`src/rtl/apb_master_bridge_pkg.sv`:
```
// ----------------------------------------------------------------------------
// apb_pkg
// Shared APB types for the master bridge and its neighbours.
//   ADDR_WIDTH / DATA_WIDTH : APB bus widths
//   addr_t / data_t         : bus word types
//   apb_mst_state_e         : bridge FSM states
//   apb_req_t / apb_rsp_t   : request and response payloads
//   cnt_width()             : width of a counter that must hold 0..limit
// ----------------------------------------------------------------------------
package apb_pkg;

    localparam int ADDR_WIDTH = 32;
    localparam int DATA_WIDTH = 32;

    typedef logic [ADDR_WIDTH-1:0] addr_t;
    typedef logic [DATA_WIDTH-1:0] data_t;

    typedef enum logic [1:0] {
        IDLE   = 2'd0,
        SETUP  = 2'd1,
        ACCESS = 2'd2,
        RESP   = 2'd3
    } apb_mst_state_e;

    typedef struct packed {
        logic  write;
        addr_t addr;
        data_t wdata;
    } apb_req_t;

    typedef struct packed {
        data_t rdata;
        logic  slverr;
        logic  timeout;
    } apb_rsp_t;

    // $clog2(limit+1) is 0 for limit==0, and a zero-width vector is illegal.
    function automatic int cnt_width(input int limit);
        int w;
        w = $clog2(limit + 1);
        return (w < 1) ? 1 : w;
    endfunction

endpackage

```
`src/rtl/apb_master_bridge_if.sv`:
```
// ----------------------------------------------------------------------------
// apb_if
// APB bus bundle between one master and one slave.
//   master_mp : PSEL, PENABLE, PWRITE, PADDR, PWDATA out; PREADY, PSLVERR,
//               PRDATA in. Reset is distributed separately, not via the bus.
//   slave_mp  : the mirror image.
//
// apb_mst_req_if
// Request/response stream into the APB master bridge.
//   bridge_mp : req_valid/req_write/req_addr/req_wdata/rsp_ready in;
//               req_ready/rsp_valid/rsp_rdata/rsp_slverr/rsp_timeout out.
//   client_mp : the mirror image.
// ----------------------------------------------------------------------------
interface apb_if;
    import apb_pkg::*;

    logic  PSEL;
    logic  PENABLE;
    logic  PWRITE;
    addr_t PADDR;
    data_t PWDATA;
    logic  PREADY;
    logic  PSLVERR;
    data_t PRDATA;

    modport master_mp (
        output PSEL, PENABLE, PWRITE, PADDR, PWDATA,
        input  PREADY, PSLVERR, PRDATA
    );

    modport slave_mp (
        input  PSEL, PENABLE, PWRITE, PADDR, PWDATA,
        output PREADY, PSLVERR, PRDATA
    );
endinterface

interface apb_mst_req_if;
    import apb_pkg::*;

    logic  req_valid;
    logic  req_ready;
    logic  req_write;
    addr_t req_addr;
    data_t req_wdata;
    logic  rsp_valid;
    logic  rsp_ready;
    data_t rsp_rdata;
    logic  rsp_slverr;
    logic  rsp_timeout;

    modport bridge_mp (
        input  req_valid, req_write, req_addr, req_wdata, rsp_ready,
        output req_ready, rsp_valid, rsp_rdata, rsp_slverr, rsp_timeout
    );

    modport client_mp (
        output req_valid, req_write, req_addr, req_wdata, rsp_ready,
        input  req_ready, rsp_valid, rsp_rdata, rsp_slverr, rsp_timeout
    );
endinterface

```
`src/rtl/apb_master_bridge_wait_timer.sv`:
```
// ----------------------------------------------------------------------------
// apb_wait_timer
// Counts ACCESS cycles spent waiting for PREADY and flags the last allowed one.
//   i_clk     : clock
//   i_rst     : synchronous active-high reset, clears the counter
//   i_clear   : synchronous clear (held while not in ACCESS)
//   i_enable  : count one wait cycle
//   o_expired : counter has reached TIMEOUT-1; never set when TIMEOUT==0
// ----------------------------------------------------------------------------
module apb_wait_timer #(
    parameter int TIMEOUT = 16,
    parameter int CNT_W   = 5
) (
    input  logic i_clk,
    input  logic i_rst,
    input  logic i_clear,
    input  logic i_enable,
    output logic o_expired
);

    localparam logic [CNT_W-1:0] CNT_MAX = '1;

    logic [CNT_W-1:0] r_count;

    // NOTE: sequential state uses non-blocking (<=) so every register samples
    // pre-edge values; blocking here would create order-dependent races.
    always_ff @(posedge i_clk) begin
        if (i_rst || i_clear) begin
            r_count <= '0;
        end else if (i_enable && (r_count != CNT_MAX)) begin
            // Saturating: a long wait must never wrap back to a small count.
            r_count <= r_count + CNT_W'(1);
        end
    end

    generate
        if (TIMEOUT == 0) begin : g_no_timeout
            assign o_expired = 1'b0;
        end else begin : g_timeout
            localparam logic [CNT_W-1:0] LIMIT = CNT_W'(TIMEOUT - 1);
            // Counter holds the number of waits already spent, so the
            // TIMEOUT-th ACCESS cycle is the one where count == TIMEOUT-1.
            assign o_expired = (r_count == LIMIT);
        end
    endgenerate

endmodule

```
`src/rtl/apb_master_bridge.sv`:
```
// ----------------------------------------------------------------------------
// apb_master_bridge
// Turns one valid/ready request into a single APB transfer (SETUP, ACCESS),
// waits on PREADY with a bounded wait-state budget, and returns the result on
// a valid/ready response channel.
//   PCLK    : clock
//   PRESET  : synchronous active-high reset; aborts any transfer silently
//   req_bus : request/response stream (bridge_mp)
//   apb     : APB master side (master_mp)
//   TIMEOUT : max ACCESS cycles waited for PREADY, 0 = wait forever
// ----------------------------------------------------------------------------
module apb_master_bridge
    import apb_pkg::*;
#(
    parameter int TIMEOUT = 16
) (
    input  logic             PCLK,
    input  logic             PRESET,
    apb_mst_req_if.bridge_mp req_bus,
    apb_if.master_mp         apb
);

    localparam int CNT_W = cnt_width(TIMEOUT);

    apb_mst_state_e r_state;
    apb_mst_state_e w_next_state;

    apb_req_t r_req;
    apb_rsp_t r_rsp;
    logic     r_psel;
    logic     r_penable;
    logic     r_rsp_valid;

    logic w_req_ready;
    logic w_accept;
    logic w_access_done;
    logic w_access_abort;
    logic w_tmr_clear;
    logic w_tmr_enable;
    logic w_expired;

    // Ready is gated by PRESET so nothing is handshaken during a reset cycle.
    assign w_req_ready    = (r_state == IDLE) && !PRESET;
    assign w_accept       = w_req_ready && req_bus.req_valid;
    assign w_access_done  = (r_state == ACCESS) && apb.PREADY;
    // PREADY wins over timeout: a slave answering on the last cycle completes.
    assign w_access_abort = (r_state == ACCESS) && !apb.PREADY && w_expired;

    assign w_tmr_clear  = (r_state != ACCESS);
    assign w_tmr_enable = (r_state == ACCESS) && !apb.PREADY;

    apb_wait_timer #(
        .TIMEOUT (TIMEOUT),
        .CNT_W   (CNT_W)
    ) u_wait_timer (
        .i_clk     (PCLK),
        .i_rst     (PRESET),
        .i_clear   (w_tmr_clear),
        .i_enable  (w_tmr_enable),
        .o_expired (w_expired)
    );

    // ---------------- FSM state register ----------------
    always_ff @(posedge PCLK) begin
        if (PRESET) begin
            r_state <= IDLE;
        end else begin
            r_state <= w_next_state;
        end
    end

    // ---------------- FSM next-state logic ----------------
    // NOTE: the default assignment first means every path assigns
    // w_next_state, so no latch can be inferred from an incomplete case.
    always_comb begin
        w_next_state = r_state;
        unique case (r_state)
            IDLE:    if (w_accept)                         w_next_state = SETUP;
            SETUP:                                         w_next_state = ACCESS;
            ACCESS:  if (w_access_done || w_access_abort)  w_next_state = RESP;
            RESP:    if (req_bus.rsp_ready)                w_next_state = IDLE;
            default:                                       w_next_state = IDLE;
        endcase
    end

    // ---------------- Bus and response registers ----------------
    // NOTE: the datapath registers are reset too, not just the FSM, because
    // they drive PADDR/PWDATA and rsp_rdata directly and must read 0 after reset.
    always_ff @(posedge PCLK) begin
        if (PRESET) begin
            r_req       <= '0;
            r_rsp       <= '0;
            r_psel      <= 1'b0;
            r_penable   <= 1'b0;
            r_rsp_valid <= 1'b0;
        end else begin
            if (w_accept) begin
                r_req.write <= req_bus.req_write;
                r_req.addr  <= req_bus.req_addr;
                // Reads drive PWDATA low so stale write data never leaks out.
                r_req.wdata <= req_bus.req_write ? req_bus.req_wdata : '0;
                r_psel      <= 1'b1;
                r_penable   <= 1'b0;
            end

            if (r_state == SETUP) begin
                r_penable <= 1'b1;
            end

            if (w_access_done) begin
                r_psel        <= 1'b0;
                r_penable     <= 1'b0;
                r_rsp_valid   <= 1'b1;
                r_rsp.rdata   <= r_req.write ? '0 : apb.PRDATA;
                r_rsp.slverr  <= apb.PSLVERR;
                r_rsp.timeout <= 1'b0;
            end

            if (w_access_abort) begin
                r_psel        <= 1'b0;
                r_penable     <= 1'b0;
                r_rsp_valid   <= 1'b1;
                r_rsp.rdata   <= '0;
                r_rsp.slverr  <= 1'b1;
                r_rsp.timeout <= 1'b1;
            end

            if ((r_state == RESP) && req_bus.rsp_ready) begin
                r_rsp_valid <= 1'b0;
            end
        end
    end

    // ---------------- Output mapping ----------------
    assign apb.PSEL    = r_psel;
    assign apb.PENABLE = r_penable;
    assign apb.PWRITE  = r_req.write;
    assign apb.PADDR   = r_req.addr;
    assign apb.PWDATA  = r_req.wdata;

    assign req_bus.req_ready   = w_req_ready;
    assign req_bus.rsp_valid   = r_rsp_valid;
    assign req_bus.rsp_rdata   = r_rsp.rdata;
    assign req_bus.rsp_slverr  = r_rsp.slverr;
    assign req_bus.rsp_timeout = r_rsp.timeout;

endmodule

```
`src/flat_wrapper.sv`:
```
// flat-port wrapper written by rule: the top's interface ports become plain ports
module apb_master_bridge_flat import apb_pkg::*;
#(
    parameter int TIMEOUT = 16
)
  (PCLK, PRESET, req_bus_req_valid, req_bus_req_write, req_bus_req_addr, req_bus_req_wdata, req_bus_rsp_ready, req_bus_req_ready, req_bus_rsp_valid, req_bus_rsp_rdata, req_bus_rsp_slverr, req_bus_rsp_timeout, apb_PSEL, apb_PENABLE, apb_PWRITE, apb_PADDR, apb_PWDATA, apb_PREADY, apb_PSLVERR, apb_PRDATA);
  apb_mst_req_if req_bus_i ();
  apb_if apb_i ();
  input  logic PCLK;
  input  logic PRESET;
  input wire logic [$bits(req_bus_i.req_valid)-1:0] req_bus_req_valid;
  input wire logic [$bits(req_bus_i.req_write)-1:0] req_bus_req_write;
  input wire logic [$bits(req_bus_i.req_addr)-1:0] req_bus_req_addr;
  input wire logic [$bits(req_bus_i.req_wdata)-1:0] req_bus_req_wdata;
  input wire logic [$bits(req_bus_i.rsp_ready)-1:0] req_bus_rsp_ready;
  output wire logic [$bits(req_bus_i.req_ready)-1:0] req_bus_req_ready;
  output wire logic [$bits(req_bus_i.rsp_valid)-1:0] req_bus_rsp_valid;
  output wire logic [$bits(req_bus_i.rsp_rdata)-1:0] req_bus_rsp_rdata;
  output wire logic [$bits(req_bus_i.rsp_slverr)-1:0] req_bus_rsp_slverr;
  output wire logic [$bits(req_bus_i.rsp_timeout)-1:0] req_bus_rsp_timeout;
  output wire logic [$bits(apb_i.PSEL)-1:0] apb_PSEL;
  output wire logic [$bits(apb_i.PENABLE)-1:0] apb_PENABLE;
  output wire logic [$bits(apb_i.PWRITE)-1:0] apb_PWRITE;
  output wire logic [$bits(apb_i.PADDR)-1:0] apb_PADDR;
  output wire logic [$bits(apb_i.PWDATA)-1:0] apb_PWDATA;
  input wire logic [$bits(apb_i.PREADY)-1:0] apb_PREADY;
  input wire logic [$bits(apb_i.PSLVERR)-1:0] apb_PSLVERR;
  input wire logic [$bits(apb_i.PRDATA)-1:0] apb_PRDATA;
  assign req_bus_i.req_valid = req_bus_req_valid;
  assign req_bus_i.req_write = req_bus_req_write;
  assign req_bus_i.req_addr = req_bus_req_addr;
  assign req_bus_i.req_wdata = req_bus_req_wdata;
  assign req_bus_i.rsp_ready = req_bus_rsp_ready;
  assign req_bus_req_ready = req_bus_i.req_ready;
  assign req_bus_rsp_valid = req_bus_i.rsp_valid;
  assign req_bus_rsp_rdata = req_bus_i.rsp_rdata;
  assign req_bus_rsp_slverr = req_bus_i.rsp_slverr;
  assign req_bus_rsp_timeout = req_bus_i.rsp_timeout;
  assign apb_PSEL = apb_i.PSEL;
  assign apb_PENABLE = apb_i.PENABLE;
  assign apb_PWRITE = apb_i.PWRITE;
  assign apb_PADDR = apb_i.PADDR;
  assign apb_PWDATA = apb_i.PWDATA;
  assign apb_i.PREADY = apb_PREADY;
  assign apb_i.PSLVERR = apb_PSLVERR;
  assign apb_i.PRDATA = apb_PRDATA;
  apb_master_bridge #(.TIMEOUT(TIMEOUT)) u_core (.PCLK(PCLK), .PRESET(PRESET), .req_bus(req_bus_i), .apb(apb_i));
endmodule
```
`config.mk`:
```
export PLATFORM = sky130hd
export DESIGN_NAME = apb_master_bridge_flat
export DESIGN_NICKNAME = d
export VERILOG_FILES = /design/src/rtl/apb_master_bridge_pkg.sv /design/src/rtl/apb_master_bridge_if.sv /design/src/rtl/apb_master_bridge_wait_timer.sv /design/src/rtl/apb_master_bridge.sv /design/src/flat_wrapper.sv
export SDC_FILE = /design/constraint.sdc
export NUM_CORES = 1
export LEC_CHECK = 0
export ABC_CLOCK_PERIOD_IN_PS = 1720
export CORE_ASPECT_RATIO = 0.8
export CORE_MARGIN = 8
export CORE_UTILIZATION = 36
export DETAILED_ROUTE_END_ITERATION = 7
export GPL_ROUTABILITY_DRIVEN = 0
export PLACE_DENSITY = 0.75
export SYNTH_ARGS = -nofsm -noshare
export SYNTH_HDL_FRONTEND = slang
export SYNTH_SLANG_ARGS = --single-unit
```
`constraint.sdc`:
```
create_clock -name PCLK -period 1.72 [get_ports PCLK]
set_clock_uncertainty 0.05 [all_clocks]
set_input_delay 0.344 -clock PCLK [delete_from_list [all_inputs] [get_ports PCLK]]
set_output_delay 0.344 -clock PCLK [all_outputs]
set_load 0.005 [all_outputs]
```
==> results of run 1 <==
critical path, stage by stage (launching register included):
cell and delay (ns):
dfxtp_2 0.34, ha_2 0.17, and3_4 0.18, ha_1 0.18, or2_1 0.22, or3_1 0.34
a21oi_1 0.14
kinds of logic after synthesis:
logic type	synth area share (%)
AOI/OAI and AO/OA	9.82
muxes	0.238
and+or+nand+nor	30.3
adders and majority gates	2.08
buffers and inverters	5.23
DFF	51.9
xor gates and xnor gates	0.416
flip-flops by register name, indices dropped and copies added (netlist names):
name and cells:
u_core.apb.PADDR 32, u_core.req_bus.rsp_slverr 1, u_core.req_bus.rsp_timeout 1, u_core.req_bus.rsp_valid 1, u_core.apb.PENABLE 1, u_core.apb.PSEL 1, u_core.apb.PWRITE 1, u_core.req_bus.rsp_rdata 32
u_core.apb.PWDATA 32, u_core.u_wait_timer.r_count 5, u_core.r_state 2
layout make-up:
class	count	area, um2
repair buffers	226	2270
flip-flops and latches	109	2190
clock inverters	4	31.3
well taps	148	185
clock buffers	12	246
inverters	6	22.5
multi-input cells	342	1820
fillers	985	4710
repair_timing:
action,CTS,global route
endpoints found under the setup margin,3,5
pin swaps,1,2
gates resized for setup,7,5
power by group through the flow:
stage / Sequential (mW) / Clock [mW] / Combinational [mW]
after detailed placement: 3.09 / 0 / 2.20
after global placement: 3.07 / 0 / 2.17
after global routing: 3.08 / 2.10 / 2.39
final: 3.04 / 1.95 / 2.17
after CTS: 3.04 / 2.02 / 2.22
after floorplan: 3.11 / 0 / 0.910
synth_stat cells:
| cell | n |
|---|---|
| nand2_1 | 134 |
| dfxtp_1 | 109 |
| a21oi_1 | 70 |
| nand3b_1 | 65 |
| nand3_1 | 33 |
| clkbuf_1 | 18 |
| buf_2 | 14 |
| ha_1 | 7 |
| nor2_1 | 7 |
| buf_4 | 6 |
| inv_1 | 6 |
| nand2b_1 | 5 |
| nor3_1 | 3 |
| a211oi_1 | 2 |
| o21ai_0 | 2 |
| xnor2_1 | 2 |
| a221oi_1 | 1 |
| and2_1 | 1 |
| and3_1 | 1 |
| and3b_1 | 1 |
| buf_1 | 1 |
| buf_6 | 1 |
| mux2i_1 | 1 |
| nor2b_1 | 1 |
| nor3b_1 | 1 |
| o21a_1 | 1 |
| o21bai_2 | 1 |
| o311a_1 | 1 |
| or2_1 | 1 |
| or3_1 | 1 |
through the flow:
step	setup slack, ns	power, mW	std cells	hold slack (ns)	utilization [%]
finish	0.0485	7.17	847	0.366	59.0
global placement	0.000540	5.23	831	0.387	56.4
detailed placement	-0.0321	5.30	831	0.392	56.4
floorplan	0.0196	4.02	497	0.393	-
global route	-0.00598	7.57	847	0.414	59.0
CTS	0.00407	7.28	847	0.359	58.9
layer usage:
layer / up-vias / GRT usage (%)
met5: - / 0
met4: 2 / 7.08
met3: 27 / 7.01
met2: 126 / 28.8
met1: 1896 / 18.2
li1: 2045 / -
how the worst max path moves through the flow:
stage	from	to	slack, ns	cells after the start
floorplan	u_core.u_wait_timer.r_count[0]$_SDFFE_PP0P_	u_core.u_wait_timer.r_count[3]$_SDFFE_PP0P_	0.02	6
global placement	u_core.u_wait_timer.r_count[0]$_SDFFE_PP0P_	u_core.u_wait_timer.r_count[3]$_SDFFE_PP0P_	0.0005	6
detailed placement	req_bus_req_valid	u_core.apb.PWDATA[23]$_SDFFE_PP0P_	-0.03	5
CTS	u_core.u_wait_timer.r_count[1]$_SDFFE_PP0P_	u_core.u_wait_timer.r_count[3]$_SDFFE_PP0P_	0.004	6
global route	u_core.u_wait_timer.r_count[1]$_SDFFE_PP0P_	u_core.apb.PSEL$_SDFFE_PP0P_	-0.006	7
finish	u_core.u_wait_timer.r_count[1]$_SDFFE_PP0P_	u_core.u_wait_timer.r_count[3]$_SDFFE_PP0P_	0.05	6
==> impl_metrics.py, run 1 <==
metrics = {
    "pwr": {
        "p_sw_mw": 2.06,
        "seqPwrFrac_pct": 42.4,
        "p_int_mw": 5.11,
        "comb_power_share_pct": 30.3,
        "ir_worst_vdd_uv": 625,
        "swShare_pct": 28.7,
        "power_density_mw_per_mm2": 1060,
        "pwr-share-clk_pct": 27.3,
        "p_leak_nw": 2.49,
    },
    "sta": {
        "max-slew-margin-rel_pct": 64.8,
        "maxSlewViolCount": 0,
        "rsz0062_at_grt": "yes",
        "period_needed_ns": 1.67,
        "worst_pin_slew_ns": 0.527,
        "hold_violations": 0,
        "setup_violations": 0,
        "setup_tns_ns": 0,
        "fmax_mhz": 598,
        "finalCritPeriodShare_pct": 97.2,
    },
    "global_routing": {
        "grt_use_total_pct": 17.0,
        "grt_pass1_vias": 4170,
        "grt_max_degree": 56,
        "grt_overflow_total": 0,
        "antenna_found_initial": 1,
        "grt_pass1_wl_mm": 21.3,
    },
    "detailed_routing": {
        "drc": 0,
        "antenna_left": 0,
        "wl_met1_mm": 5.29,
        "wire_per_inst_um": 15.9,
        "top_layer_used": "met5",
        "dr.pass1.iters": 6,
        "routed_wirelength_mm": 13.5,
        "wl_met3_mm": 1.24,
        "viasPerCell": 4.84,
        "vias": 4096,
        "wl_met2_mm": 6.60,
        "drt_iter0_drc": 145,
    },
    "setup_path": {
        "reg2reg_depth": 6,
        "worst_r2r_startpoint": "u_core.u_wait_timer.r_count[1]$_SDFFE_PP0P_",
        "arrival_ns": 1.89,
        "cp_max_fo": 3,
        "start_kind": "register",
        "cp.required_ns": 1.94,
        "rrSetupSlack_ns": 0.05,
        "critPathCaptureType": "register",
        "regToRegEndpoint": "u_core.u_wait_timer.r_count[3]$_SDFFE_PP0P_",
        "crit_type": "register to register",
    },
    "cells_and_area": {
        "layout_common_cells": "clkdlybuf4s50_1, nand2_1, dfxtp_1, a21oi_1, nand3b_1",
        "finalNetCount": 804,
        "syn_to_final_growth_pct": 60.8,
        "layout_commonest_cell": "clkdlybuf4s50_1",
        "drive_gt1_share_pct": 6.72,
        "fin_area_mm2": 0.00677,
        "antenna_cells": 0,
    },
    "clocking": {
        "htreeDepth": 3,
        "cts_made_buffers": 9,
        "post_cts_buffers": 0,
        "ctsHoldBuffers": 0,
        "cts_root_buffer": "clkbuf_16",
        "max-clock-path-buffers": 2,
        "clkTransAtPathRegs_ns": 0.07,
        "clock_latency_ns": 0.34,
        "cts_tree": "built",
        "clock-sinks": 109,
    },
    "logic_synthesis": {
        "yosysTopAreaCellShare_pct": 51.9,
        "synth_seq_cells": 109,
        "seq_area_frac_synth_pct": 51.9,
        "synth.area.top_cells": "dfxtp_1, nand2_1, nand3b_1",
        "ys_warn_count": 0,
        "synth.distinct_cells": 30,
        "yosysTopAreaCell": "dfxtp_1",
        "synth_area_per_cell_um2": 8.46,
        "syn-num-nets": 607,
        "synth_area_mm2": 0.00421,
        "synth_cells": 497,
    },
    "hold_path": {
        "whs_path_depth": 3,
        "hold_end": "u_core.req_bus.rsp_slverr$_SDFFE_PP0P_",
        "min_path_type": "input pin to register",
        "hp-start": "PRESET",
    },
    "floorplan": {
        "ios": 206,
        "rows": 35,
        "start_util_pct": 36.7,
        "die_area_mm2": 0.0154,
        "design.core.area_mm2": 0.0115,
        "fp.dieW_um": 137,
        "dieHeight_um": 113,
    },
    "placed_design": {
        "hpwlAfterDp_mm": 10.2,
        "dpl_cell_area_mm2": 0.00647,
        "io_buffers": 205,
    },
    "run": {
        "drv_cap": 0,
    },
    "outcome": {
        "status": "completed",
    },
}
(Power assumes the default switching activity.)
==> run 2: changes to the inputs <==
--- a/config.mk
+++ b/config.mk
@@ -6,6 +6,7 @@
 export NUM_CORES = 1
 export LEC_CHECK = 0
 export ABC_CLOCK_PERIOD_IN_PS = 1720
+export CAP_MARGIN = 20
 export CORE_ASPECT_RATIO = 0.8
 export CORE_MARGIN = 8
 export CORE_UTILIZATION = 36
==> results of run 2 <==
No change in the layout: final DEF, timing and power equal those of run 1.
